$ cat src/rtl/fpu_pkg.sv
// fpu_pkg: opcodes, error width and issue FSM states shared by the FPU issue controller
package fpu_pkg;
  localparam logic [1:0] OP_ADD = 2'b00;
  localparam logic [1:0] OP_SUB = 2'b01;
  localparam logic [1:0] OP_MUL = 2'b10;
  localparam logic [1:0] OP_DIV = 2'b11;
  localparam int FPU_ERR_W = 3;
  typedef enum logic [2:0] {
    S_IDLE,
    S_ISSUE,
    S_WAIT_BUSY,
    S_WAIT_DONE,
    S_RESP
  } state_e;
endpackage

$ cat src/rtl/fpu_cmd_fifo.sv
// fpu_cmd_fifo: command queue with extra-bit wrap pointers and no bypass path
module fpu_cmd_fifo #(
  parameter int W = 8,
  parameter int DEPTH = 4
) (
  input  logic         clk,
  input  logic         rst,
  input  logic         push,
  input  logic         pop,
  input  logic [W-1:0] wdata,
  output logic [W-1:0] rdata,
  output logic         full,
  output logic         empty
);
  localparam int AW = $clog2(DEPTH);
  logic [W-1:0] mem_q [DEPTH];
  logic [AW:0] wr_q, wr_d, rd_q, rd_d;
  assign empty = wr_q == rd_q;
  assign full = wr_q == {~rd_q[AW], rd_q[AW-1:0]};
  assign rdata = mem_q[rd_q[AW-1:0]];
  // pointers advance only on a legal push or pop
  always_comb begin
    wr_d = push && !full ? wr_q + (AW+1)'(1) : wr_q;
    rd_d = pop && !empty ? rd_q + (AW+1)'(1) : rd_q;
  end
  // pointer registers and storage write
  always_ff @(posedge clk) begin
    if (rst) begin
      wr_q <= '0;
      rd_q <= '0;
    end else begin
      wr_q <= wr_d;
      rd_q <= rd_d;
    end
    if (push && !full) mem_q[wr_q[AW-1:0]] <= wdata;
  end
endmodule

$ cat src/rtl/fpu_issue_ctrl.sv
// fpu_issue_ctrl: queues FPU commands and runs the start/done handshake one op at a time
module fpu_issue_ctrl
  import fpu_pkg::*;
#(
  parameter int CMD_DEPTH = 4,
  parameter int TAG_W = 4,
  parameter int ACK_WIN = 4,
  parameter int TIMEOUT = 1024
) (
  input  logic                 clk,
  input  logic                 rst,
  input  logic                 cmd_valid,
  output logic                 cmd_ready,
  input  logic [1:0]           cmd_op,
  input  logic [31:0]          cmd_a,
  input  logic [31:0]          cmd_b,
  input  logic [TAG_W-1:0]     cmd_tag,
  output logic                 fpu_start,
  output logic [1:0]           fpu_opcode,
  output logic [31:0]          fpu_a,
  output logic [31:0]          fpu_b,
  input  logic                 fpu_done,
  input  logic [31:0]          fpu_z,
  input  logic [FPU_ERR_W-1:0] fpu_error,
  output logic                 rsp_valid,
  input  logic                 rsp_ready,
  output logic [31:0]          rsp_z,
  output logic [FPU_ERR_W-1:0] rsp_error,
  output logic [TAG_W-1:0]     rsp_tag,
  output logic                 rsp_timeout
);
  localparam int W = 2 + 64 + TAG_W;
  localparam int CNT_W = $clog2(TIMEOUT > ACK_WIN ? TIMEOUT : ACK_WIN) + 1;
  state_e state_q, state_d;
  logic [CNT_W-1:0] cnt_q, cnt_d, cnt_inc;
  logic pop, fin, to_hit, full, empty;
  logic [W-1:0] rdata;
  logic [1:0] op_q, op_d;
  logic [31:0] a_q, a_d, b_q, b_d, rsp_z_q, rsp_z_d;
  logic [TAG_W-1:0] tag_q, tag_d, rsp_tag_q, rsp_tag_d;
  logic [FPU_ERR_W-1:0] rsp_err_q, rsp_err_d;
  logic start_q, start_d, rsp_valid_q, rsp_valid_d, rsp_to_q, rsp_to_d;
  fpu_cmd_fifo #(.W(W), .DEPTH(CMD_DEPTH)) u_fifo (
    .clk   (clk),
    .rst   (rst),
    .push  (cmd_valid && !full),
    .pop   (pop),
    .wdata ({cmd_op, cmd_a, cmd_b, cmd_tag}),
    .rdata (rdata),
    .full  (full),
    .empty (empty)
  );
  assign cmd_ready = !full;
  assign fpu_start = start_q;
  assign fpu_opcode = op_q;
  assign fpu_a = a_q;
  assign fpu_b = b_q;
  assign rsp_valid = rsp_valid_q;
  assign rsp_z = rsp_z_q;
  assign rsp_error = rsp_err_q;
  assign rsp_tag = rsp_tag_q;
  assign rsp_timeout = rsp_to_q;
  // next state, saturating wait counter, issue registers and response capture
  always_comb begin
    pop = state_q == S_IDLE && !empty && fpu_done;
    cnt_inc = &cnt_q ? cnt_q : cnt_q + CNT_W'(1);
    fin = state_q == S_WAIT_DONE && fpu_done;
    to_hit = (state_q == S_WAIT_BUSY && fpu_done && cnt_inc == CNT_W'(ACK_WIN)) ||
             (state_q == S_WAIT_DONE && !fpu_done && cnt_inc == CNT_W'(TIMEOUT));
    cnt_d = (state_q == S_WAIT_BUSY && fpu_done) || state_q == S_WAIT_DONE ? cnt_inc : '0;
    state_d = state_q;
    case (state_q)
      S_IDLE:      state_d = pop ? S_ISSUE : S_IDLE;
      S_ISSUE:     state_d = S_WAIT_BUSY;
      S_WAIT_BUSY: state_d = !fpu_done ? S_WAIT_DONE : to_hit ? S_RESP : S_WAIT_BUSY;
      S_WAIT_DONE: state_d = fin || to_hit ? S_RESP : S_WAIT_DONE;
      S_RESP:      state_d = rsp_ready ? S_IDLE : S_RESP;
      default:     state_d = S_IDLE;
    endcase
    {op_d, a_d, b_d, tag_d} = pop ? rdata : {op_q, a_q, b_q, tag_q};
    start_d = pop;
    rsp_valid_d = fin || to_hit || (rsp_valid_q && !rsp_ready);
    rsp_z_d = fin ? fpu_z : to_hit ? '0 : rsp_z_q;
    rsp_err_d = fin ? fpu_error : to_hit ? '0 : rsp_err_q;
    rsp_tag_d = fin || to_hit ? tag_q : rsp_tag_q;
    rsp_to_d = fin ? 1'b0 : to_hit ? 1'b1 : rsp_to_q;
  end
  // FSM and registered outputs; reset abandons any in-flight command
  always_ff @(posedge clk) begin
    if (rst) begin
      state_q <= S_IDLE;
      cnt_q <= '0;
      op_q <= '0;
      a_q <= '0;
      b_q <= '0;
      tag_q <= '0;
      start_q <= 1'b0;
      rsp_valid_q <= 1'b0;
      rsp_z_q <= '0;
      rsp_err_q <= '0;
      rsp_tag_q <= '0;
      rsp_to_q <= 1'b0;
    end else begin
      state_q <= state_d;
      cnt_q <= cnt_d;
      op_q <= op_d;
      a_q <= a_d;
      b_q <= b_d;
      tag_q <= tag_d;
      start_q <= start_d;
      rsp_valid_q <= rsp_valid_d;
      rsp_z_q <= rsp_z_d;
      rsp_err_q <= rsp_err_d;
      rsp_tag_q <= rsp_tag_d;
      rsp_to_q <= rsp_to_d;
    end
  end
endmodule

$ cat config.mk
export PLATFORM = sky130hd
export DESIGN_NAME = fpu_issue_ctrl
export DESIGN_NICKNAME = d
export VERILOG_FILES = /design/src/rtl/fpu_pkg.sv /design/src/rtl/fpu_cmd_fifo.sv /design/src/rtl/fpu_issue_ctrl.sv
export SDC_FILE = /design/constraint.sdc
export NUM_CORES = 1
export LEC_CHECK = 0
export CAP_MARGIN = 20
export CORE_ASPECT_RATIO = 0.75
export CORE_UTILIZATION = 40
export CTS_BUF_LIST = sky130_fd_sc_hd__clkbuf_4 sky130_fd_sc_hd__clkbuf_8
export DETAILED_ROUTE_END_ITERATION = 7
export GPL_ROUTABILITY_DRIVEN = 0
export SYNTH_ARGS = -nofsm -noshare
export SYNTH_HDL_FRONTEND = slang
export SYNTH_HIERARCHICAL = 1
export SYNTH_SLANG_ARGS = --single-unit
export TNS_END_PERCENT = 5
$ cat constraint.sdc
create_clock -name clk -period 5.2 [get_ports clk]
set_input_delay 0.52 -clock clk [delete_from_list [all_inputs] [get_ports clk]]
set_output_delay 0.52 -clock clk [all_outputs]
set_load 0.01 [all_outputs]
==> flow_summary.yaml, run 1 <==
worst_setup_path:
  path_class: "flip-flop to flip-flop"
  timing.rr.start: "u_fifo/wr_q[1]$_SDFFE_PP0P_"
  end_kind: "flip-flop"
  cp.arrival_ns: 3.62
  regToRegSetupSlack_ns: 1.85
  critical_path_required_ns: 5.47
  cp_max_fo: 39
  rr_worst_depth: 8
  start_kind: "flip-flop"
  reg2reg_to: "u_fifo/mem_q[1][45]$_DFFE_PP_"
timing:
  maxSlewHeadroom: 0.365
  fin_crit_ns: 3.35
  min_period_over_period: 0.643
  fin_skew_ns: 0.0305
  fin_setup_tns_ns: 0
  setup_ws_ns: 1.85
  rsz0062_at_grt: "false"
  tightest_slew_ns: 0.953
  setup_viol: 0
  slew_viol_final: 0
  hold_violations: 0
  fmax_mhz: 299
route:
  viasPerCell: 5.04
  wl_um: 35500
  wl_per_cell_um: 19.4
  drc: 0
  drtIter0Drc: 538
  firstDrtPassIters: 4
  antenna_left: 0
  vias: 9247
clock_tree:
  cts-resized-gates: 0
  cts.htree.levels: 3
  clockBufferDepth: 3
  clk-insertion-delay-late_ns: 0.62
  post-cts-setup-buffers: 0
  cts_root_buffer: "clkbuf_8"
  cts_tree: "built"
  path_clk_slew_ns: 0.06
  cts_hold_buf: 0
  cts.sinks: 414
  cts_buffers: 67
synth:
  ys_ff_latch: 414
  ys_seq_area_frac: 0.706
  synth_top_area_cell: "edfxtp_1"
  syn_inst: 1027
  syn-cell-area_um2: 15700
  synth_edf_count: 280
  async_flop_share: 0
  synth.area.top_cells: "edfxtp_1 (53%), dfxtp_1 (17%), mux4_2 (10%), nand2_1 (4.4%), a21oi_1 (2.8%)"
  syn_avg_cell_area_um2: 15.3
  synth_warnings: 6
  ys.flop_type: "edfxtp_1"
  synth_top_area_frac: 0.535
  synth_fp_nets: 1143
  yosys.cell_types.count: 53
power_and_ir_drop:
  powerDensity_nw_per_um2: 457
  p_leak_uw: 0.00632
  vdd_drop_max_mv: 0.256
placement:
  dpl_worst_slack_ns: 1.82
  io_buffer_count: 218
  place.detailed.hpwl_um: 21100
global_routing:
  antenna_found_initial: 6
  overflow: 0
  grt_start_max_net_pins: 71
  grt_first_pass_wirelength_um: 55000
  first_global_vias: 9550
  grt.total_usage: 0.180
floorplan:
  fp.dieW_um: 231
  rows: 62
  initial_core_util: 0.408
  dieArea_um2: 40100
  core_area_um2: 38500
  fp.dieH_um: 174
  io_pins: 219
worst_hold_path:
  min_path_cells: 2
  hold_start: "rst"
  hold_path_end: "fpu_a[20]$_SDFFE_PP0P_"
  min_path_type: "primary input to flip-flop"
finish:
  final_util: 0.514
  layout.nets: 1381
  area_growth_pct: 25.8
  drive_gt1_frac: 0.212
outcome:
  status: "finished clean"
job:
  maxCapViolCount: 0
## sequential cells by signal (all words and copies together) (netlist names), named ones only
name	flops
tag_q	4
u_fifo/rd_q	3
fpu_b	32
state_q	3
fpu_a	32
rsp_error	3
u_fifo/wr_q	3
u_fifo/mem_q	280
fpu_start	1
rsp_valid	1
rsp_z	32
rsp_tag	4
cnt_q	11
rsp_timeout	1
fpu_opcode	2
## worst max path at each step
stage	start	to	slack [ns]
after floorplan	u_fifo/rd_q[1]$_SDFFE_PP0P_	u_fifo/mem_q[3][0]$_DFFE_PP_	1.30
after global placement	fpu_done	state_q[1]$_SDFF_PP0_	1.87
after detailed placement	fpu_done	rsp_tag[0]$_SDFFE_PP0P_	1.82
after CTS	u_fifo/wr_q[1]$_SDFFE_PP0P_	u_fifo/mem_q[1][57]$_DFFE_PP_	1.87
after global routing	u_fifo/wr_q[0]$_SDFFE_PP0P_	u_fifo/mem_q[0][24]$_DFFE_PP_	1.61
final	u_fifo/wr_q[1]$_SDFFE_PP0P_	u_fifo/mem_q[1][45]$_DFFE_PP_	1.85
## metrics by stage
| step | hold WS [ns] | power, µW | instance area, µm² | instances |
|---|---|---|---|---|
| finish | 0.373 | 9050 | 19800 | 1834 |
| global route | 0.357 | 9510 | 19800 | 1832 |
| CTS | 0.334 | 9190 | 19800 | 1831 |
| detailed placement | 0.448 | 6270 | 18400 | 1708 |
| global placement | 0.443 | 6250 | 18400 | 1708 |
| floorplan | 0.437 | 5370 | 15700 | 1027 |
## where the power goes
| group | internal [µW] | leakage (µW) | switching, µW | total (µW) |
|---|---|---|---|---|
| Sequential | 4090 | 0.00366 | 247 | 4340 |
| Combinational | 826 | 0.00192 | 998 | 1820 |
| Clock | 1610 | 0.000738 | 1270 | 2880 |
## routing by layer
metal	up-vias	track usage	wire (µm)
met1	4581	0.245	16400
met5	-	0	46
li1	4338	-	-
met4	6	0.0563	664
met2	264	0.276	16000
met3	58	0.0551	2460
## placed cells by master (no fill, tap or decap), types with 7 or more instances in the layout
cell / n
a21oi_1: 87
a21oi_2: 29
buf_4: 15
clkbuf_4: 22
clkbuf_8: 80
clkdlybuf4s50_1: 217
clkinv_1: 8
clkinv_2: 7
dfxtp_1: 132
edfxtp_1: 280
inv_1: 11
mux2i_1: 7
mux4_2: 70
nand2_1: 185
nand2b_1: 9
nand3_1: 17
nand3_2: 30
nor2_1: 14
o21ai_0: 7
## cell families after synthesis
logic type,Yosys count,synth area share
AOI/OAI and AO/OA,149,0.0602
xor gates and xnor gates,12,0.00669
adders and majority gates,6,0.00478
buffers and inverters,77,0.0259
DFF,414,0.706
muxes,77,0.105
and+or+nand+nor,292,0.0920
## final cells by class
class / count / area (µm²)
Antenna cell: 3 / 7.51
Tap cell: 512 / 641
Clock buffer: 102 / 1270
Timing Repair Buffer: 234 / 2320
Inverter: 12 / 46.3
Sequential cell: 414 / 11100
Multi-Input combinational cell: 536 / 4250
Clock inverter: 21 / 140
Fill cell: 3291 / 18700
## worst max-delay path: stages, from the launching register on
cell	delay [ns]
dfxtp_1	0.51
xnor2_1	0.27
nand2_1	0.24
nor2_1	0.09
nor2b_1	0.38
inv_1	0.10
a31oi_1	0.32
and2_4	0.66
buf_4	0.41
## synth_stat cells, types with 3 or more instances
library cell / number
xnor2_1: 6
buf_12: 4
clkbuf_1: 44
nand3b_1: 3
nand3_1: 18
a21oi_1: 87
a31oi_1: 7
nand4_1: 3
buf_4: 3
nand3_2: 29
inv_1: 11
buf_2: 10
nor2_1: 14
mux4_2: 70
and2_1: 4
and3_1: 3
mux2i_1: 7
dfxtp_1: 134
nand2b_1: 9
a41oi_1: 3
nand2_1: 186
o21ai_0: 7
or2_2: 3
ha_1: 6
o211ai_1: 6
xor2_1: 6
nor3b_1: 4
a21oi_2: 29
edfxtp_1: 280
nor3_1: 3
Power figures use the tool's default switching activity.
==> run 2: changes to the inputs <==
- clock period: 5.2 -> 3.34 ns (I/O delays scaled with it)
==> flow_summary.yaml, run 2 (synthesized netlist as in run 1, its figures left out) <==
finish:
  nFillCells: 3319
  final_cell_mix: "edfxtp_1 (280), clkdlybuf4s50_1 (217), nand2_1 (185)"
  final_util: 0.514
  area_growth_pct: 25.9
  drive_gt1_frac: 0.210
  finalNonFillerCells: 1831
  mostFrequentLayoutCell: "edfxtp_1"
  largest_register_ffs: 280
  layout.nets: 1383
global_routing:
  grt.busiest_layer: "met2"
  grt_start_max_net_pins: 82
  grt.total_usage: 0.179
  grt_util_met1: 0.247
  overflow: 0
  use_met3: 0.0515
  grt_first_pass_wirelength_um: 55600
  met2_usage: 0.278
  first_global_vias: 9648
  antenna_found_initial: 9
power_and_ir_drop:
  powerDensity_nw_per_um2: 696
  vdd_drop_max_mv: 0.382
  p_leak_uw: 0.00632
  power_uw: 13800
timing:
  tightest_slew_ns: 0.933
  setup_ws_ns: 0.441
  hold_violations: 0
  fmax_mhz: 345
  setup_viol: 0
  fin_crit_ns: 2.90
  fin_skew_ns: 0.0213
  slew_viol_final: 0
  rsz0062_at_grt: "false"
  min_period_over_period: 0.868
  maxSlewHeadroom: 0.378
clock_tree:
  cts_tree: "built"
  cts.htree.levels: 2
  cts_root_buffer: "clkbuf_8"
  cts_hold_buf: 0
  post-cts-setup-buffers: 0
  clk-insertion-delay-late_ns: 0.63
  cts_buffers: 61
  cts.sinks: 414
  path_clk_slew_ns: 0.07
  cts-resized-gates: 0
  clockBufferDepth: 3
worst_hold_path:
  min_path_type: "primary input to flip-flop"
  hold_start: "rst"
worst_setup_path:
  critPathLaunch: "u_fifo/wr_q[1]$_SDFFE_PP0P_"
  start_kind: "flip-flop"
  end_kind: "output port"
  cp.arrival_ns: 2.57
  critical_path_required_ns: 3.01
  cp_max_fo: 9
  regToRegSetupSlack_ns: 0.45
  timing.rr.start: "u_fifo/wr_q[1]$_SDFFE_PP0P_"
  path_class: "flip-flop to output port"
route:
  drc: 0
  antenna_left: 0
  viasPerCell: 5.07
  vias: 9287
  wl_um: 35600
  wl_per_cell_um: 19.4
  firstDrtPassIters: 5
  drtIter0Drc: 449
floorplan:
  fp.dieW_um: 231
  core_area_um2: 38500
  io_pins: 219
  initial_core_util: 0.408
  fp.dieH_um: 174
  rows: 62
  dieArea_um2: 40100
outcome:
  status: "finished clean"
placement:
  place.detailed.hpwl_um: 21200
  io_buffer_count: 218
  placed_cells: 1716
  dpl_worst_slack_ns: 0.487
job:
  maxCapViolCount: 0
-- run 2: power by group --
part / internal (µW) / switching [µW] / total (µW) / leakage, µW
Clock: 2200 / 1870 / 4080 / 0.000661
Combinational: 1380 / 1570 / 2960 / 0.00200
Sequential: 6360 / 380 / 6740 / 0.00366
Total: 9950 / 3830 / 13800 / 0.00632
-- run 2: critical path, stage by stage (launching register included) --
cell	delay (ns)
dfxtp_1	0.41
xnor2_1	0.53
nand2_1	0.25
nor2_1	0.19
inv_1	0.08
clkdlybuf4s50_1	0.48
-- run 2: cell type report --
class	count	area, µm²	share of cell area
Sequential cell	414	11100	0.561
Multi-Input combinational cell	536	4250	0.215
Timing Repair Buffer	242	2510	0.127
Clock buffer	96	1120	0.0567
Tap cell	512	641	0.0324
Clock inverter	16	106	0.00537
Inverter	12	46.3	0.00234
Antenna cell	3	7.51	0.000379
-- run 2: worst paths after layout --
check                                  endpoint  depth (start not counted)
setup reg to reg  u_fifo/mem_q[2][18]$_DFFE_PP_                          8
hold reg to reg          fpu_a[13]$_SDFFE_PP0P_                          2
setup / recovery                      cmd_ready                          5
hold / removal           fpu_a[25]$_SDFFE_PP0P_                          2
-- run 2: metrics by stage --
stage	TNS [ns]	hold slack, ns	area [µm²]
after global placement	0	0.442	18600
after global routing	0	0.220	19800
after floorplan	-41.56	0.433	15700
after CTS	0	0.193	19800
final	0	0.215	19800
after detailed placement	0	0.447	18600
-- run 2: per-layer routing --
layer  wire length (µm)  vias up  share of wire
met5                 63        -         0.0018
met4                601        8          0.017
met3               2570       67          0.072
met2              16000      252           0.45
met1              16300     4627           0.46
li1                   -     4333              -
